$ cat src/rtl/fetch_ctrl.sv
// Instruction-fetch sequencer: owns the fetch PC, checks alignment/bounds, buffers words for decode.
// Latency 1 cycle fetch-to-out_valid; stalls when the buffer is full and not popping. Optional FETCH_PERF_EN adds counters.
module fetch_ctrl #(
    parameter logic [63:0] RESET_PC   = 64'h0000_0000_0000_0000,
    parameter int          MEM_WORDS  = 2048,
    parameter int          FIFO_DEPTH = 2
) (
    input  logic        clk,
    input  logic        rst,
    input  logic        redirect_valid,
    input  logic [63:0] redirect_pc,
    output logic [63:0] imem_addr,
    input  logic [31:0] imem_rdata,
    output logic        out_valid,
    input  logic        out_ready,
    output logic [31:0] out_instr,
    output logic [63:0] out_pc,
    output logic        out_exc_en,
    output logic [3:0]  out_exc_code,
`ifdef FETCH_PERF_EN
    output logic [31:0] perf_fetch_cnt,
    output logic [31:0] perf_stall_cnt,
`endif
    output logic [63:0] out_exc_val
);

    localparam int          PTR_W       = $clog2(FIFO_DEPTH);
    localparam int          CNT_W       = $clog2(FIFO_DEPTH + 1);
    localparam logic [31:0] NOP         = 32'h0000_0013;
    localparam logic [61:0] MEM_WORDS_W = 62'(MEM_WORDS);
    localparam logic [CNT_W-1:0] DEPTH_C = CNT_W'(FIFO_DEPTH);

    typedef enum logic {RUN, HALT} state_t;

    typedef struct packed {
        logic [31:0] instr;
        logic [63:0] pc;
        logic        exc_en;
        logic [3:0]  exc_code;
        logic [63:0] exc_val;
    } fentry_t;

    state_t           state_q;
    logic [63:0]      pc_q;
    logic [63:0]      pc_d;
    fentry_t          fifo_q [FIFO_DEPTH];
    logic [PTR_W-1:0] rd_q;
    logic [PTR_W-1:0] wr_q;
    logic [CNT_W-1:0] count_q;
    logic [CNT_W-1:0] count_d;

    logic    pop;
    logic    push_ok;
    logic    push;
    logic    misalign;
    logic    fault;
    fentry_t new_entry;
    fentry_t head;

    assign imem_addr = pc_q;

    always_comb begin
        pop      = (count_q != '0) & out_ready;
        push_ok  = (count_q < DEPTH_C) | pop;
        push     = (state_q == RUN) & push_ok & ~redirect_valid;
        misalign = (pc_q[1:0] != 2'b00);
        fault    = (pc_q[63:2] >= MEM_WORDS_W);

        // Misalignment wins over the bounds check; faults carry a NOP so decode sees a benign word.
        new_entry = '{instr: imem_rdata, pc: pc_q, exc_en: 1'b0, exc_code: 4'd0, exc_val: 64'd0};
        pc_d      = pc_q + 64'd4;
        if (misalign) begin
            new_entry = '{instr: NOP, pc: pc_q, exc_en: 1'b1, exc_code: 4'd0, exc_val: pc_q};
            pc_d      = pc_q;
        end else if (fault) begin
            new_entry = '{instr: NOP, pc: pc_q, exc_en: 1'b1, exc_code: 4'd1, exc_val: pc_q};
            pc_d      = pc_q;
        end

        count_d = count_q;
        if (push && !pop)
            count_d = count_q + CNT_W'(1);
        else if (pop && !push)
            count_d = count_q - CNT_W'(1);
    end

    always_ff @(posedge clk) begin
        if (rst) begin
            state_q <= RUN;
            pc_q    <= RESET_PC;
            rd_q    <= '0;
            wr_q    <= '0;
            count_q <= '0;
        end else if (redirect_valid) begin
            // Any same-cycle pop still completes for decode; its entry is discarded with the rest.
            state_q <= RUN;
            pc_q    <= redirect_pc;
            rd_q    <= '0;
            wr_q    <= '0;
            count_q <= '0;
        end else begin
            count_q <= count_d;
            if (pop)
                rd_q <= rd_q + PTR_W'(1);
            if (push) begin
                fifo_q[wr_q] <= new_entry;
                wr_q         <= wr_q + PTR_W'(1);
            end
            case (state_q)
                RUN: begin
                    if (push) begin
                        pc_q <= pc_d;
                        if (misalign || fault)
                            state_q <= HALT;
                    end
                end
                HALT:    state_q <= HALT;
                default: state_q <= RUN;
            endcase
        end
    end

`ifdef FETCH_PERF_EN
    logic [31:0] fetch_cnt_q;
    logic [31:0] stall_cnt_q;

    always_ff @(posedge clk) begin
        if (rst) begin
            fetch_cnt_q <= '0;
            stall_cnt_q <= '0;
        end else begin
            if (push && !misalign && !fault)
                fetch_cnt_q <= fetch_cnt_q + 32'd1;
            if ((state_q == RUN) && !push_ok && !redirect_valid)
                stall_cnt_q <= stall_cnt_q + 32'd1;
        end
    end

    assign perf_fetch_cnt = fetch_cnt_q;
    assign perf_stall_cnt = stall_cnt_q;
`endif

    // Empty buffer presents the reset-value head rather than stale storage.
    always_comb begin
        head         = fifo_q[rd_q];
        out_valid    = (count_q != '0);
        out_instr    = out_valid ? head.instr    : NOP;
        out_pc       = out_valid ? head.pc       : 64'd0;
        out_exc_en   = out_valid ? head.exc_en   : 1'b0;
        out_exc_code = out_valid ? head.exc_code : 4'd0;
        out_exc_val  = out_valid ? head.exc_val  : 64'd0;
    end

endmodule
$ cat config.mk
export PLATFORM = sky130hd
export DESIGN_NAME = fetch_ctrl
export DESIGN_NICKNAME = d
export VERILOG_FILES = /design/src/rtl/fetch_ctrl.sv
export SDC_FILE = /design/constraint.sdc
export NUM_CORES = 1
export LEC_CHECK = 0
export ABC_CLOCK_PERIOD_IN_PS = 15950
export BUFFER_PORTS_ARGS = -buffer_cell sky130_fd_sc_hd__buf_2
export CORE_AREA = 8 8 181 200
export DETAILED_ROUTE_END_ITERATION = 12
export DIE_AREA = 0 0 189 208
export MAX_ROUTING_LAYER = met4
export PLACE_DENSITY_LB_ADDON = 0.2
export SLEW_MARGIN = 0
export SYNTH_ARGS = -nofsm -noshare
export SYNTH_HDL_FRONTEND = slang
export SYNTH_SLANG_ARGS = --single-unit
$ cat constraint.sdc
create_clock -name clk -period 15.95 [get_ports clk]
set_input_delay 3.19 -clock clk [delete_from_list [all_inputs] [get_ports clk]]
set_output_delay 3.19 -clock clk [all_outputs]
set_load 0.05 [all_outputs]
==> results of run 1 <==
power groups by stage:
| stage | Clock, mW | Sequential (mW) | Combinational (mW) |
|---|---|---|---|
| after floorplan | 0 | 1.20 | 0.252 |
| after global placement | 0 | 1.20 | 0.314 |
| after detailed placement | 0 | 1.20 | 0.316 |
| after CTS | 0.916 | 1.18 | 0.316 |
| after global routing | 0.954 | 1.18 | 0.329 |
| final | 0.898 | 1.18 | 0.311 |
flip-flops by register name, indices dropped and copies added, names as in the netlist, named ones only:
signal	flops
wr_q	1
state_q	1
count_q	2
rd_q	1
imem_addr	64
fifo_q	324
path summary, 6_finish.rpt:
check / from / to / slack (ns) / depth (start not counted)
worst min register to register: state_q$_SDFF_PP0_ / state_q$_SDFF_PP0_ / 0.49 / 1
worst max register to register: imem_addr[16]$_SDFFE_PP0P_ / fifo_q[1][5]$_DFFE_PP_ / 12.83 / 5
worst min-delay path: state_q$_SDFF_PP0_ / state_q$_SDFF_PP0_ / 0.49 / 1
worst max-delay path: flop / out_pc[55] / 9.54 / 4
Yosys cell counts, drive strengths merged (3+ instances only):
library cell,n
a21oi,4
a311oi,5
and2,3
and3,34
buf,92
clkbuf,91
dfxtp,70
edfxtp,324
ha,3
inv,9
mux2i,214
nand2,14
nand3,7
nand3b,4
nand4,9
nor2,235
nor2b,10
nor3,8
nor4,12
o21ai,3
or3,5
xor2,3
cell families (layout without fill, tap and decap cells):
logic type / Yosys count / after routing / share of synthesized area
compound gates: 29 / 29 / 0.01358
xor+xnor: 4 / 4 / 0.002174
other cells: 1 / 6 / 0.0002326
simple gates: 346 / 346 / 0.09594
flops: 394 / 394 / 0.6905
fa+ha+maj: 3 / 3 / 0.002329
buf+inv: 193 / 417 / 0.06233
mux: 214 / 214 / 0.1329
layer usage:
metal	global-route usage	part of all wire
met2	0.2989	0.50
met3	0.03162	0.051
met1	0.2300	0.43
met5	-	0
met4	0.04613	0.018
final cells by class:
type / count / share of cell area
clock inverters: 13 / 0.007154
multi-input cells: 599 / 0.2145
inverters: 9 / 0.001805
diodes: 3 / 0.0004011
flip-flops and latches: 394 / 0.5950
clock buffers: 57 / 0.06017
well taps: 432 / 0.02888
repair buffers: 338 / 0.09213
worst max-delay path: cells and delay by family (launching register included):
family | cells | cell delay [ns]
muxes | 1 | 0.18
and+or+nand+nor | 1 | 0.20
buffers and inverters | 2 | 1.25
DFF | 1 | 1.03
per-stage QoR:
stage	power, mW	cells
after floorplan	1.450	1186
after global placement	1.515	1772
after detailed placement	1.518	1772
after CTS	2.413	1842
after global routing	2.467	1845
final	2.389	1845
==> results by group, run 1 <==
Clock network
  – Post-CTS setup buffers: 0
  – TritonCTS buffer count: 39
  – CTS Buffer Depth: 3
  – Hold-fix buffers at CTS: 0
  – Root Driver: clkbuf_16
  – Clock Pin Slew Worst Setup and Hold Paths: ~0.06 ns
  – Post_cts resized: 0
  – Clock sink count: around 390
  – Worst skew pair latency: 0.51 ns
  – CTS tree: done
  – Max H-tree Level: 2

Timing
  – Final slew viol count: 0
  – WHS: 0.4947 ns
  – Final Hold Vio Count: 0
  – Worst-Margin Slew: 1.188 ns
  – Fmax: approximately 160 MHz
  – Clk_skew: approximately 0.0094 ns
  – Slew headroom: 0.2079
  – Setup TNS: 0 ns
  – RSZ-0062 raised after global routing: false
  – Final setup fails: 0
  – Final min period: 6.413 ns
  – Tcrit/Tclk final: 0.4021
  – Final worst slack: 9.537 ns

Logic synthesis
  – Post-synth ARST share: 0
  – Seq/Total Area, Yosys: 0.6905
  – Number of synthesized flops with an enable pin: 324
  – Yosys top cell area share: 0.6036
  – Yosys cell types: between 50 and 60
  – Dominant cells by area after synthesis: edfxtp_1 (60%), mux2i_1 (13%), dfxtp_1 (8.7%)
  – Yosys Warn Count: 0
  – Synthesized instance count: ~1200
  – Syn_area_per_cell: roughly 14 um^2
  – Synthesized area: around 16000 um^2
  – Ys flop type: edfxtp_1
  – Cell taking the most area after synthesis: edfxtp_1
  – Seq cells post-synth: 394

Detailed routing
  – Vias per inst: ~5.2
  – Drt first-iter violations: between 500 and 600
  – Drt pass-1 iters: 5
  – ANT nets after route: 0
  – DR vias: 9543
  – Wirelength per Cell: 19.90 um
  – DR DRC count: 0
  – Final wirelength: about 37 mm

Global routing
  – First-pass GRT wire length: 54.74 mm
  – Global route overflow: 0
  – All-layer global routing usage: 0.1812
  – Antenna violations before repair: 3
  – Largest net degree at the start of global routing: about 110
  – Vias in the first global route: roughly 9500

Die
  – Placeable Area: approximately 33000 um^2
  – IO Pins: 330
  – Initial Util: 0.4908
  – Die width: 189 um
  – Rows: 70
  – Die ar.: just under 40000 um^2
  – Chip Height: about 210 um

Cells and area
  – Share of cells above drive strength 1: 0.2851
  – Commonest cells after routing, fill and taps aside: buf_2 (325), edfxtp_1 (324), nor2_1 (234), mux2i_1 (214), dfxtp_1 (69)
  – Storage cell area: approximately 11000 um^2
  – Multi-input gate area: 4014 um^2
  – Utilization of the core after routing: 0.5698
  – Filler cell count in the final layout: about 2700
  – Final instance area: approximately 19000 um^2
  – Commonest non-fill, non-tap cell in the layout: buf_2
  – Area added between synthesis and finish: 16.10%
  – Fin nets: roughly 1500

Worst setup path
  – Slowest cell on crit path: dfxtp_4
  – Worst EP required: ~13 ns
  – Slowest stage delay, CP: a little over 1 ns
  – Worst setup EP type: primary output
  – Startpoint Class: flop
  – CP cell instances: buf_4 > mux2i_1 > nor2_1 > buf_2
  – Worst Path Arrival: around 3.2 ns
  – Worst Setup Path Type: reg2out
  – Crit path max fanout: 59

Power
  – P_sw: 0.6283 mW
  – Peak VDD IR: approximately 0.09 mV
  – Comb pwr share: 0.130
  – Leak: 7.409 nW
  – Flop pwr share: 0.494
  – Clock share of power: 0.376
  – Sw Share: 0.2630
  – Pint: 1.760 mW
  – PwrDens: around 130 nW/um^2

Placed design
  – RePlAce Congestion: roughly 0.76
  – DP Area: 17450 um^2
  – Dpl ws: about 9.6 ns
  – Port buffer count: 326
  – DP Wirelength: 24.04 mm

Job
  – MaxCap Viol Count: 0

Worst hold path
  – Worst min path class: reg2reg

Outcome
  – Status: finished, final reports clean
Note: power is estimated with default switching activity, not from simulation.
==> inputs of run 2 (changes only) <==
Settings changed: ABC_CLOCK_PERIOD_IN_PS 15950 to 5200.
Clock period 15.95 ns to 5.2 ns, I/O delays scaled along.
==> results by group, run 2 (same netlist as run 1, synthesis figures left out) <==
Worst setup path
  – CP cell instances: buf_4 > mux2i_1 > nor2_1 > buf_2
  – Worst Setup Path Type: reg2out
  – Family with the most delay on the worst path: flip-flops
  – Slowest stage delay, CP: 0.85 ns
  – Startpoint Class: flop
  – Worst EP required: around 4.2 ns
  – Worst Path Arrival: between 2 and 3 ns
  – Slowest cell on crit path: dfxtp_4
  – Buf/Inv on CP: 2
  – Worst setup EP type: primary output
  – Crit path max fanout: just over 40

Cells and area
  – Final instance area: ~19000 um^2
  – Max reg flops: around 320
  – Area added between synthesis and finish: 16.78%
  – Filler cell count in the final layout: between 2000 and 3000
  – Commonest cells after routing, fill and taps aside: buf_2 (325), edfxtp_1 (324), nor2_1 (234), mux2i_1 (214), dfxtp_1 (69)
  – Share of cells above drive strength 1: 0.2859
  – Fin nets: 1486
  – Commonest non-fill, non-tap cell in the layout: buf_2
  – Top reg by flops: fifo_q

Clock network
  – Hold-fix buffers at CTS: 0
  – Post-CTS setup buffers: 0
  – Root Driver: clkbuf_16
  – Clock Pin Slew Worst Setup and Hold Paths: about 0.06 ns
  – Clock sink count: 394
  – Post_cts resized: 0
  – TritonCTS buffer count: 40
  – CTS tree: done
  – CTS Buffer Depth: 3
  – Worst skew pair latency: between 0.5 and 0.6 ns
  – Max H-tree Level: 2

Placed design
  – DP Area: 17540 um^2
  – Port buffer count: between 300 and 400
  – DP Wirelength: 24.13 mm
  – RePlAce Congestion: ~0.77

Power
  – Leak: 7.441 nW
  – PwrDens: around 390 nW/um^2
  – Peak VDD IR: around 0.22 mV

Global routing
  – Global route overflow: 0
  – Largest net degree at the start of global routing: 98
  – First-pass GRT wire length: around 56 mm
  – Antenna violations before repair: 1
  – All-layer global routing usage: 0.1861
  – Vias in the first global route: about 10000

Worst hold path
  – Worst min path class: reg2reg

Detailed routing
  – Final wirelength: 36.89 mm
  – Vias per inst: between 5 and 6
  – ANT nets after route: 0
  – DR vias: roughly 9600
  – Wirelength per Cell: between 15 and 20 um
  – Drt pass-1 iters: 5
  – DR DRC count: 0
  – Drt first-iter violations: between 500 and 600

Die
  – Chip Height: 208 um
  – IO Pins: between 300 and 400
  – Die ar.: 39310 um^2
  – Rows: 70
  – Die width: approximately 190 um
  – Placeable Area: 32840 um^2
  – Initial Util: 0.4908

Timing
  – Setup TNS: 0 ns
  – Final Hold Vio Count: 0
  – Final slew viol count: 0
  – Clk_skew: roughly 0.013 ns
  – Slew headroom: 0.2982
  – Tcrit/Tclk final: 0.6858
  – Final min period: between 3 and 4 ns
  – Fmax: between 200 and 300 MHz
  – Worst-Margin Slew: roughly 1.1 ns
  – Final setup fails: 0
  – RSZ-0062 raised after global routing: false

Job
  – MaxCap Viol Count: 0

Outcome
  – Status: finished, final reports clean
[run 2: cell types whose count changed in the layout (fill, tap and decap cells not counted)]
cell,before,now
clkinvlp_2,1,0
nor3_2,2,1
or2_2,1,0
nor3_4,0,1
clkinvlp_4,0,3
clkbuf_1,12,10
clkbuf_8,4,2
diode_2,3,1
or2_4,0,1
buf_12,0,6
bufinv_16,3,4
buf_4,13,8
clkinv_1,5,8
[run 2: area by class of cell]
type	count	area, um^2	share of cell area
Sequential cell	394	11130	0.5915
Multi-Input combinational cell	599	4023	0.2137
Timing Repair Buffer	339	1807	0.09598
Clock buffer	53	1091	0.05796
Tap cell	432	540.5	0.02871
Clock inverter	19	192.7	0.01024
Inverter	9	33.78	0.001795
Antenna cell	1	2.502	0.0001329
[run 2: stage by stage]
step	hold slack [ns]	setup WS (ns)	cells	power, mW	util
finish	0.5188	1.634	1846	7.379	0.5731
detailed placement	0.4924	1.998	1773	4.665	0.5340
global placement	0.4939	2.043	1773	4.655	0.5340
floorplan	0.4649	-0.6453	1186	4.428	-
CTS	0.5211	1.607	1845	7.450	0.5731
global route	0.5493	1.481	1846	7.637	0.5731
[run 2: routing by layer]
layer  wire length, um  share of wire  track usage  vias up
met3              1937          0.053      0.03044       56
met4               894          0.024      0.05611        0
met1             15850           0.43       0.2354     4693
met5                 0              0            -        -
li1                  -              -            -     4540
met2             18200           0.49       0.3052      299
[run 2: report_power, final]
part	total [mW]	switching (mW)	internal, mW
logic	0.969	0.741	0.229
registers	3.62	0.0841	3.53
clock network	2.79	1.12	1.67
total	7.38	1.95	5.43
[run 2: worst register-to-register path: cells and delay by family, from the launching register on]
family / cells / cell delay (ns)
DFF: 1 / 0.39
and+or+nand+nor: 5 / 2.38
[run 2: worst paths after layout]
path | start | to | slack [ns] | depth (start not counted)
hold / removal | rd_q$_SDFFE_PP0P_ | rd_q$_SDFFE_PP0P_ | 0.52 | 2
setup reg to reg | imem_addr[16]$_SDFFE_PP0P_ | fifo_q[1][9]$_DFFE_PP_ | 2.15 | 5
setup / recovery | flop | out_exc_val[36] | 1.63 | 4
hold reg to reg | rd_q$_SDFFE_PP0P_ | rd_q$_SDFFE_PP0P_ | 0.52 | 2
==> inputs of run 3 (changes only) <==
Settings changed: ABC_CLOCK_PERIOD_IN_PS 5200 to 2900.
Clock period 5.2 ns to 2.9 ns, I/O delays scaled along.
==> results by group, run 3 (same netlist as run 1, synthesis figures left out) <==
Power
  – PwrDens: 700.6 nW/um^2
  – Peak VDD IR: approximately 0.55 mV
  – Pwr Total: between 10 and 15 mW
  – Leak: between 7 and 8 nW

Die
  – Initial Util: 0.4908
  – Rows: 70
  – Die width: roughly 190 um
  – Placeable Area: 32840 um^2
  – Die ar.: slightly below 40000 um^2
  – Chip Height: between 200 and 250 um
  – IO Pins: 330

Worst setup path
  – Worst Path Arrival: 2.10 ns
  – Worst EP required: 2.32 ns
  – Worst Setup Path Type: reg2out
  – Startpoint Class: flop
  – Crit path max fanout: 44
  – Worst setup EP type: primary output

Timing
  – Final Hold Vio Count: 0
  – Final min period: roughly 2.7 ns
  – Worst-Margin Slew: slightly below 0.8 ns
  – WHS: around 0.28 ns
  – Final slew viol count: 0
  – RSZ-0062 raised after global routing: false
  – Clk_skew: between 0.01 and 0.015 ns
  – Slew headroom: 0.4761
  – Final worst slack: 0.2153 ns
  – Final setup fails: 0
  – Fmax: between 300 and 400 MHz
  – Tcrit/Tclk final: 0.9258

Detailed routing
  – Drt pass-1 iters: 5
  – Wirelength per Cell: approximately 20 um
  – Final wirelength: 37.62 mm
  – DR DRC count: 0
  – DR vias: between 9000 and 10000
  – ANT nets after route: 0
  – Drt first-iter violations: between 600 and 700
  – Vias per inst: 5.135

Clock network
  – TritonCTS buffer count: 39
  – Root Driver: clkbuf_16
  – Clock Pin Slew Worst Setup and Hold Paths: roughly 0.06 ns
  – CTS tree: done
  – Worst skew pair latency: 0.53 ns
  – Max H-tree Level: 2
  – Post_cts resized: 0
  – CTS Buffer Depth: 3
  – Post-CTS setup buffers: 0
  – Hold-fix buffers at CTS: 0
  – Clock sink count: between 300 and 400

Placed design
  – DP Wirelength: about 25 mm
  – Dpl ws: just over 0.4 ns
  – Port buffer count: around 330
  – Inst Count DP: 1789
  – DP Area: 17730 um^2
  – RePlAce Congestion: 0.8028

Cells and area
  – Max reg flops: between 300 and 400
  – Post-Layout Cell Count: roughly 1900
  – Filler cell count in the final layout: 2684
  – Area added between synthesis and finish: 18.17%
  – Share of cells above drive strength 1: 0.2955
  – Commonest non-fill, non-tap cell in the layout: buf_2
  – Fin nets: 1501
  – Storage cell area: approximately 11000 um^2
  – Multi-input gate area: 4023 um^2
  – Top reg by flops: fifo_q
  – Commonest cells after routing, fill and taps aside: buf_2 (325), edfxtp_1 (324), nor2_1 (234), mux2i_1 (214), dfxtp_1 (69)
  – Final instance area: between 15000 and 20000 um^2

Global routing
  – Antenna violations before repair: 3
  – Vias in the first global route: 9925
  – Largest net degree at the start of global routing: 97
  – Global route overflow: 0
  – All-layer global routing usage: 0.1910
  – First-pass GRT wire length: between 50 and 60 mm

Job
  – MaxCap Viol Count: 0

Outcome
  – Status: finished, final reports clean

Worst hold path
  – Worst min path class: in2reg
run 3: power breakdown:
part	switching [mW]	leakage, nW	internal, mW	total (mW)
registers	0.136	3.72	6.33	6.46
clock network	2.01	0.637	3.07	5.08
logic	1.36	3.20	0.439	1.80
run 3: worst max-delay path: stages (launching register included):
cell and delay (ns):
dfxtp_4 0.57, buf_12 0.32, mux2i_1 0.13, nor2_1 0.19
buf_2 0.31
run 3: path summary, 6_finish.rpt:
| check | start | endpoint | slack (ns) | cells past startpoint |
|---|---|---|---|---|
| worst max-delay path | flop | out_pc[63] | 0.22 | 4 |
| worst min-delay path | redirect_pc[5] | imem_addr[5]$_SDFFE_PP0P_ | 0.28 | 3 |
| worst max register to register | imem_addr[32]$_SDFFE_PP0P_ | imem_addr[2]$_SDFFE_PP0P_ | 0.33 | 6 |
| worst min register to register | rd_q$_SDFFE_PP0P_ | flop | 0.51 | 2 |
run 3: area by class of cell:
type,instances,area share
antenna,3,0.0003941
timing repair buffer,355,0.1051
sequential,394,0.5845
multi-input combinational,599,0.2112
inverter,9,0.001774
clock inverter,15,0.009196
tap,432,0.02838
clock buffer,56,0.05945
run 3: layer usage:
layer	share of wire	routed length [um]	vias to the layer above	track usage
met2	0.50	18850	289	0.3160
met3	0.063	2352	56	0.04149
met5	0	0	-	-
li1	-	-	4573	-
met4	0.024	910	0	0.06016
met1	0.41	15500	4648	0.2314
run 3: through the flow:
step	utilization	TNS, ns
2_1_floorplan	-	-402.62
3_3_place_gp	0.5399	0
3_5_place_dp	0.5399	0
4_1_cts	0.5797	0
5_1_grt	0.5800	0
6_report	0.5800	0
